<file path="config.mk">
export PLATFORM = sky130hd
export DESIGN_NAME = mio_bus_bridge
export DESIGN_NICKNAME = d
export VERILOG_FILES = /design/src/rtl/mio_bus_bridge_pkg.sv /design/src/rtl/mio_bus_bridge_addr_decode.sv /design/src/rtl/mio_bus_bridge.sv
export SDC_FILE = /design/constraint.sdc
export NUM_CORES = 1
export LEC_CHECK = 0
export CAP_MARGIN = 10
export CELL_PAD_IN_SITES_DETAIL_PLACEMENT = 0
export CELL_PAD_IN_SITES_GLOBAL_PLACEMENT = 1
export CORE_MARGIN = 3
export CORE_UTILIZATION = 32
export CTS_BUF_LIST = sky130_fd_sc_hd__clkbuf_2 sky130_fd_sc_hd__clkbuf_4 sky130_fd_sc_hd__clkbuf_8
export DETAILED_ROUTE_END_ITERATION = 16
export PLACE_DENSITY_LB_ADDON = 0.12
export SLEW_MARGIN = 10
export SYNTH_ARGS = -nofsm -noshare
export SYNTH_HDL_FRONTEND = slang
export SYNTH_HIERARCHICAL = 1
export SYNTH_SLANG_ARGS = --single-unit
</file>
<file path="constraint.sdc">
create_clock -name clk -period 2.7 [get_ports clk]
set_input_delay 0.405 -clock clk [delete_from_list [all_inputs] [get_ports clk]]
set_output_delay 0.405 -clock clk [all_outputs]
set_load 0.02 [all_outputs]
</file>
<file path="src/rtl/mio_bus_bridge_pkg.sv">
// mio_bus_bridge_pkg: shared cpu bus types and constants (FSM states, IO region nibble, timeout read data)
package mio_bus_bridge_pkg;
   typedef enum logic [1:0] {IDLE, RAM_RD, IO_WAIT, DONE} state_t;
   localparam logic [3:0] IO_REGION = 4'hF;
   localparam logic [31:0] DEADBEEF = 32'hDEAD_BEEF;
endpackage

</file>
<file path="src/rtl/mio_bus_bridge_addr_decode.sv">
// mio_addr_decode: splits a cpu byte address into IO flag (addr[31:28]==IO_REGION) and RAM word address (addr[ADDR_W+1:2])
module mio_addr_decode
   import mio_bus_bridge_pkg::*;
#(
   parameter int ADDR_W = 12
) (
   input  logic [31:0]       addr,
   output logic              is_io,
   output logic [ADDR_W-1:0] ram_addr
);
   logic unused_ok;
   assign is_io = addr[31:28] == IO_REGION;
   assign ram_addr = addr[ADDR_W+1:2];
   assign unused_ok = ^addr;
endmodule

</file>
<file path="src/rtl/mio_bus_bridge.sv">
// mio_bus_bridge: MEM-stage bridge (cpu_* in, cpu_rdata/stall/mio out) routing to zero-wait RAM (ram_*) or handshaked IO (io_*, bus_err); `define MIO_TIMEOUT_EN enables the IO wait timeout
module mio_bus_bridge
   import mio_bus_bridge_pkg::*;
#(
   parameter int ADDR_W  = 12,
   parameter int TIMEOUT = 255
) (
   input  logic              clk,
   input  logic              rst,
   input  logic              cpu_req,
   input  logic              cpu_we,
   input  logic [31:0]       cpu_addr,
   input  logic [31:0]       cpu_wdata,
   output logic [31:0]       cpu_rdata,
   output logic              cpu_stall,
   output logic              cpu_mio,
   output logic              ram_we,
   output logic [ADDR_W-1:0] ram_addr,
   output logic [31:0]       ram_wdata,
   input  logic [31:0]       ram_rdata,
   output logic              io_req,
   output logic              io_we,
   output logic [31:0]       io_addr,
   output logic [31:0]       io_wdata,
   input  logic [31:0]       io_rdata,
   input  logic              io_ready,
   output logic              bus_err
);
   localparam int CNT_W = ($clog2(TIMEOUT + 1) > 8) ? $clog2(TIMEOUT + 1) : 8;
   state_t state_q, state_d;
   logic [31:0] rdata_q, rdata_d, cpu_rdata_q, cpu_rdata_d, addr_q, addr_d, wdata_q, wdata_d;
   logic we_q, we_d, is_io, timeout;
   logic [CNT_W-1:0] cnt_q, cnt_d;
   mio_addr_decode #(.ADDR_W(ADDR_W)) u_dec (
      .addr    (cpu_addr),
      .is_io   (is_io),
      .ram_addr(ram_addr)
   );
`ifdef MIO_TIMEOUT_EN
   assign timeout = cnt_q == CNT_W'(TIMEOUT);
`else
   assign timeout = 1'b0;
`endif
   assign io_addr = addr_q;
   assign io_wdata = wdata_q;
   assign ram_wdata = cpu_wdata;
   assign cpu_rdata_d = (state_q == DONE) ? rdata_q : cpu_rdata_q;
   assign cpu_rdata = cpu_rdata_d;
   always_comb begin
      state_d = state_q;
      rdata_d = rdata_q;
      addr_d = addr_q;
      wdata_d = wdata_q;
      we_d = we_q;
      cnt_d = cnt_q;
      cpu_stall = 1'b0;
      cpu_mio = 1'b0;
      io_req = 1'b0;
      io_we = 1'b0;
      ram_we = 1'b0;
      bus_err = 1'b0;
      case (state_q)
         IDLE: if (cpu_req) begin
            ram_we = !is_io && cpu_we;
            cpu_stall = is_io || !cpu_we;
            state_d = is_io ? IO_WAIT : cpu_we ? IDLE : RAM_RD;
            if (is_io) begin
               addr_d = cpu_addr;
               we_d = cpu_we;
               wdata_d = cpu_wdata;
               cnt_d = '0;
            end
         end
         RAM_RD: begin
            cpu_stall = 1'b1;
            rdata_d = ram_rdata;
            state_d = DONE;
         end
         IO_WAIT: begin
            cpu_stall = 1'b1;
            cpu_mio = 1'b1;
            io_req = 1'b1;
            io_we = we_q;
            cnt_d = &cnt_q ? cnt_q : cnt_q + 1'b1;
            if (io_ready) begin
               rdata_d = we_q ? rdata_q : io_rdata;
               state_d = DONE;
            end else if (timeout) begin
               bus_err = 1'b1;
               rdata_d = DEADBEEF;
               state_d = DONE;
            end
         end
         default: state_d = IDLE;
      endcase
   end
   always_ff @(posedge clk) begin
      if (rst) begin
         state_q <= IDLE;
         rdata_q <= '0;
         cpu_rdata_q <= '0;
         addr_q <= '0;
         wdata_q <= '0;
         we_q <= 1'b0;
         cnt_q <= '0;
      end else begin
         state_q <= state_d;
         rdata_q <= rdata_d;
         cpu_rdata_q <= cpu_rdata_d;
         addr_q <= addr_d;
         wdata_q <= wdata_d;
         we_q <= we_d;
         cnt_q <= cnt_d;
      end
   end
endmodule

</file>
==> results.md <==
- Critical path cell sequence: clkdlybuf4s50_1 -> and4_1 -> nand2b_1 -> a31oi_1 -> nor2_1 -> clkdlybuf4s50_1
- Final min period: about 2.5 ns
- Die area: around 0.019 sq mm
- Setup-failing EPs final: 0
- WHS Path Cells: 2
- Maximum VDD drop: roughly 0.36 mV
- Nets@finish: 963
- Worst Path Arrival: approximately 2.1 ns
- Routed Wire Length: ~17 mm
- Post-synth top area cell: dfxtp_1
- Hold Slack: 0.456 ns
- Worst Tran Pin Value: a little under 1 ns
- Most frequent cells in the layout: 244 x clkdlybuf4s50_1, 131 x nand2_1, 130 x dfxtp_1
- # H-tree levels: 4
- Antenna violations before repair: 0
- Unrepaired setup endpoints after global routing: no
- Max-cap violations: 0
- Clock Skews: 0.0109 ns
- Vias/cell: roughly 4.6
- Synthesized area: ~0.0057 sq mm
- Slew Viols, Final: 0
- Clock Latency Late Sink: ~0.44 ns
- Synth warn: 6
- Final Cycle Share: about 92%
- Antenna Nets Post-Route: 0
- DIE WIDTH: between 100 and 150 microns
- IO Pins: 279
- Total chip power: 6.52 mW
- Synthesized area per cell: a little over 9 sq um
- Number of synthesized register bits: 131
- First-pass GRT wire length: roughly 26 mm
- Drt pass-1 iters: 4
- Row cnt: 47
- Syn-to-layout area delta: 56.0%
- Rel. slew slack: between 30% and 40%
- Max Fanout on Critical Path: 2
- Largest net degree at the start of global routing: 70
- Clk root buf: clkbuf_8
- Worst setup EP type: output port
- Clk sinks: roughly 130
- Reg2Reg Depth: 5
- WL/cell: ~16 microns
- P_leak: around 3.6 nW
- Total track usage: 17.1%
- Fillers: 1551
- Post-route DRC: 0
- Clock-pin slew on the worst setup and hold paths: about 0.070 ns
- Core ar.: around 0.017 sq mm
- # Post-CTS Setup Buffers: 0
- Remaining Overflow, GRT: 0
- Kind of start point of the critical path: primary input
- Commonest non-fill, non-tap cell in the layout: clkdlybuf4s50_1
- Vias post-DR: around 4900
- CP peak stage delay: slightly above 0.6 ns
- Power Dens Cells: around 740 mW/mm^2
- First DRT Iteration DRCs: 162
- IO Port Bufs: approximately 280
- Outcome: completed
- Sequential-to-total area share from yosys stat: between 40% and 50%
- Critical Path RT: between 2 and 2.5 ns
- GP Congestion: slightly below 0.8
- CP Class: primary input to output port
- Longest Clk Path Bufs: 2
- Initial Utilization: 33.4%
- Yosys cell types: 32
- Post-Syn Nets: 750
- Mapped Cells: 612
- Share of layout cells above drive strength 1: around a tenth
- Crit path max-delay cell type: clkdlybuf4s50_1
- Top post-synthesis cells by area: dfxtp_1 46%, nand2_1 8.7%, a211oi_2 6.6%, mux2_1 6.4%, buf_4 6.1%
- CTS tree: yes
- Fin Setup TNS: 0 ns
- Dpl hpwl: around 12 mm
- Die height: 139 microns
- Max Freq: 0.401 GHz
- Vias in the first global route: between 5000 and 6000
- Final Hold Fails: 0
- Inserted Clock Buffers: 17
- Post-synth top area share: a little under half
- Hold Crit Class: register to register
- Critical Path Most Common Cell: clkdlybuf4s50_1
==> per-layer routing <==
| layer | wire, microns | share of wire [%] | track usage, % |
|---|---|---|---|
| met1 | 6900 | 41 | 19.4 |
| met5 | 0 | 0 | 0 |
| met3 | 1540 | 9.2 | 8.34 |
| met2 | 8040 | 48 | 28.0 |
| met4 | 346 | 2.1 | 5.92 |
==> sequential cells by signal, summed over array words and instances (netlist names) <==
register / count
cpu_rdata_q: 32
io_wdata: 32
state_q: 2
io_addr: 32
rdata_q: 32
we_q: 1
==> logic make-up (layout without fill, tap and decap cells) <==
logic type,count (synthesis),after routing,synth area share (%)
buffers and inverters,96,322,10.2
other,1,2,0.0663
and+or+nand+nor,212,212,16.9
adders and majority gates,5,5,1.11
DFF,131,131,46.4
muxes,64,64,12.0
AOI/OAI and AO/OA,103,103,13.3
==> synthesized netlist by cell type <==
master and n:
a211oi_1 2, a211oi_2 30, a21oi_1 67, a31oi_1 1
and2_1 1, and3_1 1, and3b_1 1, and4_1 1
buf_1 9, buf_2 7, buf_4 46, buf_6 5
clkbuf_1 27, conb_1 1, dfxtp_1 131, ha_1 5
inv_1 2, mux2_1 32, mux2i_1 32, nand2_1 131
nand2b_1 1, nand3_1 1, nor2_1 3, nor2b_1 36
nor3_1 32, nor3b_1 1, o21ai_0 1, o21ai_1 1
o41ai_1 1, or2_1 1, or2_2 1, or4_1 1
==> report_power, final <==
part / total, mW / switching, mW / internal, mW
logic: 2.10 / 1.12 / 0.982
registers: 2.36 / 0.148 / 2.21
clock network: 2.05 / 0.781 / 1.27
total: 6.52 / 2.05 / 4.47
==> cell type report <==
| type | count | area [sq um] | area share (%) |
|---|---|---|---|
| flip-flops and latches | 131 | 2620 | 29.7 |
| multi-input cells | 385 | 2480 | 28.1 |
| clock inverters | 12 | 225 | 2.55 |
| inverters | 2 | 7.51 | 0.0851 |
| well taps | 220 | 275 | 3.12 |
| clock buffers | 20 | 275 | 3.12 |
| diodes | 1 | 2.50 | 0.0284 |
| repair buffers | 288 | 2940 | 33.3 |
==> per-stage QoR <==
step | setup WS, ns | instance area, sq um | utilization, % | std cells
final | 0.205 | 8820 | 52.1 | 1059
after global routing | 0.0769 | 8820 | 52.1 | 1058
after CTS | -0.0281 | 8750 | 51.7 | 1058
after detailed placement | 0.192 | 8260 | 48.8 | 1026
after global placement | 0.190 | 8260 | 48.8 | 1026
after floorplan | 0.684 | 5660 | - | 612
==> worst paths after layout <==
kind | startpoint | end | slack, ns
max | cpu_addr[30] | cpu_stall | 0.20
min | io_wdata[9] | io_wdata[9] | 0.46
max reg2reg | state_q[0] | rdata_q[0] | 0.56
min reg2reg | io_wdata[9] | io_wdata[9] | 0.46
==> what timing repair did <==
item / in CTS / in global routing
setup endpoints to repair: 27 / 22
gates resized for setup: 12 / 24
hold buffers: 0 / 0
==> worst max-delay path, delay by kind of cell <==
family	cells	cell delay [ns]
AOI/OAI and AO/OA	1	0.09
buffers and inverters	2	1.10
and+or+nand+nor	3	0.50
Power figures use the tool's default switching activity.
